File: src/rtl/button_toggle.sv
// Two-channel push-button front end: sync, debounce, press pulse and toggle latch.
// Define BUTTON_TOGGLE_LONG_PRESS_EN to add the long-press detector and clear.
module button_toggle #(
  parameter int DEBOUNCE_CYCLES = 12000,
  parameter int CNT_W           = 14
`ifdef BUTTON_TOGGLE_LONG_PRESS_EN
  ,
  parameter int LONG_CYCLES     = 24000000,
  parameter int LONG_W          = 25
`endif
) (
  input  logic       clk,
  input  logic       reset,
  input  logic [1:0] btn_n,
  output logic       red_en,
  output logic       green_en,
`ifdef BUTTON_TOGGLE_LONG_PRESS_EN
  output logic [1:0] long_press,
`endif
  output logic [1:0] press
);

  typedef enum logic [1:0] {
    RELEASED     = 2'd0,
    PRESS_PEND   = 2'd1,
    PRESSED      = 2'd2,
    RELEASE_PEND = 2'd3
  } state_t;

  localparam logic [CNT_W-1:0] CNT_LAST = CNT_W'(DEBOUNCE_CYCLES - 1);
  localparam logic [CNT_W-1:0] CNT_ONE  = CNT_W'(1);

  logic [1:0]       s1_q, s2_q, pressed_sync;
  state_t           state_q [2];
  state_t           state_d [2];
  logic [CNT_W-1:0] cnt_q   [2];
  logic [CNT_W-1:0] cnt_d   [2];
  logic [1:0]       en_q, en_d, press_q, press_d;

  assign pressed_sync = ~s2_q;

`ifdef BUTTON_TOGGLE_LONG_PRESS_EN
  localparam logic [LONG_W-1:0] HOLD_LAST = LONG_W'(LONG_CYCLES - 1);
  localparam logic [LONG_W-1:0] HOLD_SAT  = LONG_W'(LONG_CYCLES);
  localparam logic [LONG_W-1:0] HOLD_ONE  = LONG_W'(1);

  logic [LONG_W-1:0] hold_q [2];
  logic [LONG_W-1:0] hold_d [2];
  logic [1:0]        long_q, long_d;
`endif

  always_comb begin
    en_d = en_q;
    for (int i = 0; i < 2; i++) begin
      state_d[i] = state_q[i];
      cnt_d[i]   = '0;
      press_d[i] = 1'b0;
      case (state_q[i])
        RELEASED: begin
          if (pressed_sync[i]) begin
            state_d[i] = PRESS_PEND;
            cnt_d[i]   = CNT_ONE;
          end
        end
        PRESS_PEND: begin
          if (!pressed_sync[i]) begin
            state_d[i] = RELEASED;
          end else if (cnt_q[i] == CNT_LAST) begin
            state_d[i] = PRESSED;
            press_d[i] = 1'b1;
          end else begin
            cnt_d[i] = cnt_q[i] + CNT_ONE;
          end
        end
        PRESSED: begin
          if (!pressed_sync[i]) begin
            state_d[i] = RELEASE_PEND;
            cnt_d[i]   = CNT_ONE;
          end
        end
        RELEASE_PEND: begin
          if (pressed_sync[i]) begin
            state_d[i] = PRESSED;
          end else if (cnt_q[i] == CNT_LAST) begin
            state_d[i] = RELEASED;
          end else begin
            cnt_d[i] = cnt_q[i] + CNT_ONE;
          end
        end
        default: state_d[i] = RELEASED;
      endcase
    end
    en_d = en_q ^ press_d;

`ifdef BUTTON_TOGGLE_LONG_PRESS_EN
    // Hold counter only advances in PRESSED, so it pauses across release bounces.
    long_d = 2'b00;
    for (int i = 0; i < 2; i++) begin
      hold_d[i] = hold_q[i];
      if (state_d[i] == RELEASED) begin
        hold_d[i] = '0;
      end else if (state_q[i] == PRESSED && pressed_sync[i]) begin
        if (hold_q[i] == HOLD_LAST) begin
          long_d[i] = 1'b1;
          hold_d[i] = HOLD_SAT;
        end else if (hold_q[i] < HOLD_LAST) begin
          hold_d[i] = hold_q[i] + HOLD_ONE;
        end
      end
    end
    if (|long_d) en_d = 2'b00;
`endif
  end

  always_ff @(posedge clk) begin
    if (!reset) begin
      s1_q    <= 2'b11;
      s2_q    <= 2'b11;
      en_q    <= 2'b00;
      press_q <= 2'b00;
      for (int i = 0; i < 2; i++) begin
        state_q[i] <= RELEASED;
        cnt_q[i]   <= '0;
      end
    end else begin
      s1_q    <= btn_n;
      s2_q    <= s1_q;
      en_q    <= en_d;
      press_q <= press_d;
      for (int i = 0; i < 2; i++) begin
        state_q[i] <= state_d[i];
        cnt_q[i]   <= cnt_d[i];
      end
    end
  end

`ifdef BUTTON_TOGGLE_LONG_PRESS_EN
  always_ff @(posedge clk) begin
    if (!reset) begin
      long_q <= 2'b00;
      for (int i = 0; i < 2; i++) hold_q[i] <= '0;
    end else begin
      long_q <= long_d;
      for (int i = 0; i < 2; i++) hold_q[i] <= hold_d[i];
    end
  end

  assign long_press = long_q;
`endif

  assign red_en   = en_q[0];
  assign green_en = en_q[1];
  assign press    = press_q;

endmodule

File: config.mk
export PLATFORM = sky130hd
export DESIGN_NAME = button_toggle
export DESIGN_NICKNAME = d
export VERILOG_FILES = /design/src/rtl/button_toggle.sv
export SDC_FILE = /design/constraint.sdc
export NUM_CORES = 1
export LEC_CHECK = 0
export CAP_MARGIN = 20
export CORE_MARGIN = 3
export CORE_UTILIZATION = 33
export CTS_CLUSTER_DIAMETER = 200
export CTS_CLUSTER_SIZE = 12
export DETAILED_ROUTE_END_ITERATION = 8
export GPL_ROUTABILITY_DRIVEN = 1
export GPL_TIMING_DRIVEN = 1
export PLACE_DENSITY_LB_ADDON = 0.15
export SYNTH_ARGS = -nofsm -noshare
export SYNTH_HDL_FRONTEND = slang
export SYNTH_SLANG_ARGS = --single-unit
File: constraint.sdc
create_clock -name clk -period 2.5 [get_ports clk]
set_input_delay 0.375 -clock clk [delete_from_list [all_inputs] [get_ports clk]]
set_output_delay 0.375 -clock clk [all_outputs]
set_load 0.02 [all_outputs]
==> impl_results.md <==
* Slew @ Worst Pin at 0.4579 ns
* Number of flops mapped to enable cells by yosys at 0
* Initial antenna violation count at 0
* Final total power at 0.001321 W
* Ys async rst share at 0%
* Power Density at 642.5 nW/um^2
* Routability cong. at 0.7386
* Clk sink count at 40
* Post-synth top area share at 43.90%
* Die Wd at 80.35 um
* Nature of the critical path endpoint: flop
* Avg WL per Cell at 11.12 um
* Die ar. at 6456 um^2
* Initial core utilization at 34.83%
* Post-synthesis cell type count at 36
* Most frequent cells in the layout: dfxtp_1, nor2_1, xnor2_1, nand2_1, xor2_1
* DR vias/cell at 4.746
* Arr. time, crit path at 2.20 ns
* Synth Flop Type: dfxtp_1
* Synthesized Nets at 215
* TNS Setup at 0 ns
* Final Skew at 0.005347 ns
* Max-cap violations at 0
* Post-DP Area at 1959 um^2
* Max clock buf depth at 2
* DIE HEIGHT at 80.35 um
* Syn Area/Cell at 8.942 um^2
* Largest net degree at the start of global routing at 14
* DR pass1 iterations at 4
* Max-slew violation count at 0
* Final period utilization at 79.21%
* DR vias at 1343
* Design area at 2056 um^2
* Post-CTS Setup Inserts at 0
* Inst Count DP at 276
* Final setup fails at 0
* Place WS at 0.5263 ns
* Outcome: finished, final reports clean
* FF+latch count, synth at 40
* Row count at 26
* Share of layout cells above drive strength 1 at 5.634%
* Iteration-0 DRC Markers at 53
* CP Max Fanout at 4
* Leakage at 0.6673 nW
* Area of the mapped netlist at 1824 um^2
* H-tree depth at 2
* Final WL at 3.147 mm
* GR Overflow Total at 0
* Syn Inst Count at 204
* CTS tree: built
* Commonest non-fill, non-tap cell in the layout: dfxtp_1
* # DRC at 0
* Leading area contributor after synthesis: dfxtp_1
* Reg clk slew, reported paths at 0.07 ns
* Unrepaired setup endpoints after global routing: false
* Max Freq at 505.0 MHz
* First-pass GRT wire length at 5.651 mm
* Final nets at 224
* Worst IR drop on VDD at 0.0003552 V
* Ports at 8
* Synth area leaders: dfxtp_1, nor2_1, xnor2_1
* Port bufs at 7
* Core Box Area at 5238 um^2
* Final HPWL DP at 2.233 mm
* Hold Crit Class: reg2reg
* Setup CP Type: reg2reg
* Area grow syn2layout at 12.69%
* Clk root buf: clkbuf_8
* Total global-route track usage at 11.12%
* Vias in the first global route at 1253
* Hold Fails Final Rpt at 0
* Max_slew headroom at 69.48%
* Synthesis warning total at 0
* CTS hold repair buffers at 0
* Seq/Total Area, Yosys at 43.90%
* Final WS setup at 0.5198 ns
* Antenna-violating nets left at 0
* Ant diodes at 0
* Tmin final at 1.980 ns
* Insertion delay to the later sink of the worst-skew pair at 0.29 ns
* CTS Buf Count at 5
* Setup crit start kind: flop
* Final non-filler cell total at 283
* Critical path data required time at 2.72 ns
* Cts repair resizes at 0
-- cells by family (layout without fill, tap and decap cells) --
logic type,Yosys count,count (layout),synth area share (%)
AND/OR/NAND/NOR,102,102,29.70
flip-flops,40,40,43.90
XOR/XNOR,24,24,11.52
buffers and inverters,15,24,3.498
AO/OA/AOI/OAI,14,14,5.487
adder cells (fa/ha/maj),7,7,4.801
multiplexers,2,2,1.097
-- path summary, 6_finish.rpt --
check | startpoint | to | slack [ns] | cells after the start
max | cnt_q[0][0] | en_q[0] | 0.52 | 5
min | s1_q[0] | s2_q[0] | 0.41 | 1
max reg2reg | cnt_q[0][0] | en_q[0] | 0.52 | 5
min reg2reg | s1_q[0] | s2_q[0] | 0.41 | 1
-- metrics by stage --
step	utilization (%)	hold slack, ns
after CTS	39.25	0.4156
after global routing	39.25	0.4329
after floorplan	-	0.3863
after detailed placement	37.41	0.3974
after global placement	37.41	0.3941
final	39.25	0.4107
-- registers in the layout, summed over array words and instances, names as in the netlist, named ones only --
signal / cells
state_q: 2
s1_q: 2
press: 2
s2_q: 2
en_q: 2
cnt_q: 28
-- final cells by class --
cell class	instances	area [um^2]
Clock buffer	7	96.34
Fill cell	528	3182
Tap cell	70	87.58
Sequential cell	40	800.8
Inverter	9	33.78
Timing Repair Buffer	8	77.57
Multi-Input combinational cell	149	959.7
-- critical path: stages, from the launching register on --
cell and delay (ns):
dfxtp_1 0.38, ha_1 0.25, nand4_2 0.16, or4_4 0.58, or4_1 0.40, a21oi_1 0.14
-- routing by layer --
metal	GRT usage (%)	vias up	share of wire (%)	wire, um
met5	0	-	0	0
met4	4.561	0	1.5	46
met3	3.812	5	4.4	140
met2	15.56	19	39	1242
met1	15.42	596	55	1718
li1	-	723	-	-
-- cell usage after synthesis, drive strengths merged, types with 2 or more instances --
cell    number
or4          3
nand2b       6
dfxtp       40
inv          9
and3         2
a21oi        5
or3          4
and2         3
clkbuf       5
ha           7
nor4         5
xor2        10
and4         4
nor3         7
a311o        2
xnor2       14
nand4        9
nand3        9
nand2       12
mux2i        2
nor2        34
-- where the power goes --
part           internal (W)  switching (W)
clock network      0.000246       0.000211
registers          0.000658      0.0000244
logic             0.0000800       0.000102
Note: power is estimated with default switching activity, not from simulation.
